--- config.mk ---
export PLATFORM = sky130hd
export DESIGN_NAME = mem_stage_ctrl
export DESIGN_NICKNAME = d
export VERILOG_FILES = /design/src/rtl/mem_stage_ctrl.sv
export SDC_FILE = /design/constraint.sdc
export NUM_CORES = 1
export LEC_CHECK = 0
export BUFFER_PORTS_ARGS = -buffer_cell sky130_fd_sc_hd__buf_2
export CAP_MARGIN = 20
export CORE_MARGIN = 2
export CORE_UTILIZATION = 35
export DETAILED_ROUTE_END_ITERATION = 10
export GPL_TIMING_DRIVEN = 0
export SETUP_SLACK_MARGIN = 0.05
export SLEW_MARGIN = 10
export SYNTH_ARGS = -nofsm -noshare
export SYNTH_HDL_FRONTEND = slang
export SYNTH_SLANG_ARGS = --single-unit
--- constraint.sdc ---
create_clock -name clk -period 3 [get_ports clk]
set_clock_uncertainty 0.15 [all_clocks]
set_input_delay 0.6 -clock clk [delete_from_list [all_inputs] [get_ports clk]]
set_output_delay 0.6 -clock clk [all_outputs]
set_load 0.005 [all_outputs]
--- src/rtl/mem_stage_ctrl.sv ---
// Memory-stage controller between the X/M and M/W latches.
// Issues lw/sw over a req/ack handshake, stalls upstream while busy, and times out abandoned accesses.
module mem_stage_ctrl #(
  parameter int ADDR_W  = 12,
  parameter int TIMEOUT = 16
) (
  input  logic              clk,
  input  logic              reset,
  input  logic              in_valid,
  input  logic [31:0]       in_IR,
  input  logic [31:0]       data_in_O,
  input  logic [31:0]       data_in_B,
  input  logic              mem_ack,
  input  logic [31:0]       mem_rdata,
  output logic              mem_req,
  output logic              mem_we,
  output logic [ADDR_W-1:0] mem_addr,
  output logic [31:0]       mem_wdata,
  output logic              stall,
  output logic              out_valid,
  output logic [31:0]       out_IR,
  output logic [31:0]       data_out_O,
  output logic              err
);

  localparam int CNT_W = (TIMEOUT > 1) ? $clog2(TIMEOUT) : 1;
  localparam logic [CNT_W-1:0] CNT_LAST = CNT_W'(TIMEOUT - 1);

  typedef enum logic {IDLE, BUSY} state_t;

  state_t           state, next_state;
  logic [CNT_W-1:0] wait_cnt;
  logic [31:0]      hold_ir;
  logic [31:0]      hold_o;
  logic             is_sw, is_lw, is_mem;
  logic             timeout_hit;

  assign is_sw  = (in_IR[31:27] == 5'b00111);
  assign is_lw  = (in_IR[31:27] == 5'b01000);
  assign is_mem = in_valid & (is_sw | is_lw);

  always_ff @(posedge clk) begin
    if (!reset) state <= IDLE;
    else        state <= next_state;
  end

  always_comb begin
    next_state = state;
    case (state)
      IDLE: if (is_mem) next_state = BUSY;
      BUSY: if (mem_ack || timeout_hit) next_state = IDLE;
      default: next_state = IDLE;
    endcase
  end

  // Ack takes priority over timeout, so timeout_hit excludes an acked last cycle.
  always_comb begin
    timeout_hit = (state == BUSY) && !mem_ack && (wait_cnt == CNT_LAST);
    stall       = ((state == IDLE) && is_mem) ||
                  ((state == BUSY) && !mem_ack && !timeout_hit);
  end

  always_ff @(posedge clk) begin
    if (!reset) begin
      wait_cnt   <= '0;
      hold_ir    <= '0;
      hold_o     <= '0;
      mem_req    <= 1'b0;
      mem_we     <= 1'b0;
      mem_addr   <= '0;
      mem_wdata  <= '0;
      out_valid  <= 1'b0;
      out_IR     <= '0;
      data_out_O <= '0;
      err        <= 1'b0;
    end else begin
      case (state)
        IDLE: begin
          if (is_mem) begin
            mem_req    <= 1'b1;
            mem_we     <= is_sw;
            mem_addr   <= data_in_O[ADDR_W-1:0];
            mem_wdata  <= data_in_B;
            hold_ir    <= in_IR;
            hold_o     <= data_in_O;
            wait_cnt   <= '0;
            out_valid  <= 1'b0;
            out_IR     <= '0;
            data_out_O <= '0;
          end else begin
            out_valid  <= in_valid;
            out_IR     <= in_valid ? in_IR : 32'h0;
            data_out_O <= in_valid ? data_in_O : 32'h0;
          end
        end
        BUSY: begin
          if (mem_ack) begin
            mem_req    <= 1'b0;
            out_valid  <= 1'b1;
            out_IR     <= hold_ir;
            data_out_O <= mem_we ? hold_o : mem_rdata;
          end else if (timeout_hit) begin
            // Abandoned load completes with zero data so the pipeline keeps moving.
            mem_req    <= 1'b0;
            err        <= 1'b1;
            out_valid  <= 1'b1;
            out_IR     <= hold_ir;
            data_out_O <= mem_we ? hold_o : 32'h0;
          end else begin
            wait_cnt   <= wait_cnt + 1'b1;
            out_valid  <= 1'b0;
            out_IR     <= '0;
            data_out_O <= '0;
          end
        end
        default: ;
      endcase
    end
  end

endmodule
==> results.md <==
- Required time of the worst setup path: between 2 and 2.5 ns
- Mapped Cells: just over 700
- Fin area: 0.00892 mm²
- Skew-Pair Late Insertion Delay: roughly 0.43 ns
- Nets: 1118
- CP top delay family: simple AND/OR/NAND/NOR gates
- Drt first-iter violations: 291
- FILL cells: 1864
- Max Freq: 349 MHz
- Mapped Avg Cell Area: 9.36 µm²
- Critical Path Source Type: input port
- WS Path Type: input port to output pin
- Top-level I/O count: 245
- TNS Setup: 0 ns
- Max Buffers Root-to-Sink: 2
- # rows: 50
- Slowest CP cell: or4b_4
- CP Cell Sequence: buf_2 > or4b_4 > buf_6 > a211o_1 > buf_6 > nand2_1 > buf_2
- Internal: roughly 3800 µW
- HPWL Detailed: 15200 µm
- # hold bufs at CTS: 0
- Starting density of the core: 0.360
- Hold Path Cell Cnt: 3
- Drt pass-1 iters: 5
- Dpl cell area: roughly 0.0083 mm²
- Die Height: 143 µm
- # port buffers: 242
- Final period utilization: 0.956
- NetSw: 1210 µW
- Remaining antenna violation count after routing: 0
- Vias: 6244
- Core area: 0.0188 mm²
- Leak: roughly 0.004 µW
- Aggregate global routing overflow: 0
- Ys Warns: 0
- RSZ-0062 raised after global routing: false
- Pwr/cell area: approximately 560 mW/mm²
- Worst path arrival time: ~2.1 ns
- Gate power share: 0.087
- Mapped Nets: 857
- CTS Buf Count: 17
- First-pass GRT wire length: around 32000 µm
- Number of enable flip-flop cells after synthesis: 0
- Drt wl/cell: between 15 and 20 µm
- Final Max Slew Viols: 0
- Number of global-route vias before repair: between 6000 and 7000
- CTS Sinks: 169
- CP max FO: 11
- Hold Fails Final Rpt: 0
- Status: finished, final reports clean
- CTS tree: done
- Post-Syn Area: slightly below 0.007 mm²
- Depth of the most critical reg-to-reg path: 5
- Layout area overhead: 31.7%
- CP Capture Type: output pin
- Dominant cell type by area after synthesis: dfxtp_1
- Final cell count without fillers: 1259
- Max_cap viols: 0
- Final setup fails: 0
- #FFs+latches synth: ~170
- Total power: 4970 µW
- Layout cells sized above 1: 0.303
- Netlist cell types: 42
- Worst-Margin Slew: 0.706 ns
- Worst-path clk slew: approximately 0.060 ns
- Register area share after synthesis: 0.499
- DIE AREA: 0.0205 mm²
- Top_reg_cell synth: dfxtp_1
- Max_slew headroom: 0.530
- Sw frac: 0.244
- Largest net degree at the start of global routing: 17
- HP Class: input port to flip-flop
- Initial antenna violation count: 2
- Final WL: between 20000 and 25000 µm
- Die width: around 140 µm
- Clk network pwr share: 0.447
- Reg power frac: 0.466
- Number of buffer and inverter stages on the critical path: 4
- Vias per inst: 4.96
- Cells after DPL: between 1000 and 1500
- FFs w/ async S/R, synth: 0
- Gpl congestion: approximately 0.83
- DRC: 0
- Stages on worst setup path: 7
- H-tree Lvls: 4
- Max stage delay on crit path: 0.53 ns
- GRT Util Overall: 0.202
- Worst vdd ir: between 0.0003 and 0.0004 V
- CTS root buf: clkbuf_16
- Largest cells by area after synthesis: dfxtp_1 50%, mux2i_1 14%, nand2_1 11%
- Layout Utilization: 0.474
- Final min period: 2.87 ns
- Yosys top cell area share: 0.499
-- per-stage QoR --
stage               hold WS (ns)  setup WS [ns]
floorplan                  0.275          0.294
global placement           0.288        -0.0762
detailed placement         0.291        -0.0759
CTS                        0.246         0.0536
global route               0.262         0.0930
finish                     0.265          0.132
-- cells in the final DEF, fill, tap and decap left out, types with 8 or more instances in the layout --
master / count
mux2i_1: 94
buf_4: 19
clkbuf_1: 60
a22oi_1: 32
nand2_1: 191
buf_2: 246
o32ai_1: 59
nand3_1: 40
dfxtp_1: 169
clkbuf_16: 17
a21oi_1: 8
-- cell type report --
class	instances	area [µm²]	share of cell area
antenna	1	2.50	0.000280
buffer	83	395	0.0443
clock buffer	20	457	0.0512
clock inverter	12	140	0.0157
inverter	5	18.8	0.00210
multi-input combinational	465	2970	0.333
sequential	169	3380	0.379
tap	260	325	0.0365
timing repair buffer	244	1230	0.137
-- synthesized netlist by cell type, types with 2 or more instances --
cell type and instances:
buf_6 2, a22oi_1 32, o211ai_1 3, clkbuf_1 60
o32ai_1 59, and3_1 3, inv_1 5, o22ai_1 2
nand3_1 40, a21oi_1 8, mux2i_1 94, nor2_1 2
nand4b_1 2, nand2_1 191, dfxtp_1 169, o21ai_0 2
buf_2 5, nand2b_1 4, buf_4 17, nor2b_1 2
-- layer usage --
layer,up-vias,routed length (µm),GRT usage
met1,2903,9370,0.261
met2,220,9770,0.327
met4,0,451,0.0677
li1,3088,-,-
met3,33,1360,0.0540
met5,-,0,0
-- power by group through the flow --
stage          clock network [µW]  logic [µW]  registers [µW]
2_1_floorplan                   0         206            2370
4_1_cts                      2280         433            2320
6_report                     2220         431            2320
5_1_grt                      2370         478            2320
3_3_place_gp                    0         430            2370
3_5_place_dp                    0         430            2370
-- cell families after synthesis --
| logic type | synth area share |
|---|---|
| compound gates | 0.140 |
| fa+ha+maj | 0.00185 |
| buf+inv | 0.0624 |
| flops | 0.499 |
| mux | 0.139 |
| simple gates | 0.158 |
-- registers in the layout, indices dropped and copies added, names as in the netlist --
name	cells
hold_ir	32
out_IR	32
mem_we	1
state	1
out_valid	1
mem_addr	11
err	1
mem_req	1
wait_cnt	4
mem_wdata	32
data_out_O	32
hold_o	21
-- worst register-to-register path, stage by stage (launching register included) --
cell and delay (ns):
dfxtp_1 0.34, ha_1 0.24, a31o_2 0.32, nand2_1 0.33, clkbuf_1 0.45, o32ai_1 0.18
-- timing repair --
| item | 4_1_cts | 5_1_grt |
|---|---|---|
| pin swaps | 0 | 1 |
| setup endpoints to repair | 1 | 1 |
| gates resized for setup | 0 | 3 |
| buffers inserted | 1 | 1 |
-- path summary, 6_finish.rpt --
check                                    from       endpoint  slack (ns)
worst min register to register    hold_ir[28]    hold_ir[28]        0.30
worst min-delay path            data_in_B[27]  mem_wdata[27]        0.27
worst max register to register    wait_cnt[0]  data_out_O[1]        0.84
worst max-delay path                in_IR[27]          stall        0.13
No activity file was read; power rests on OpenSTA's default activity.
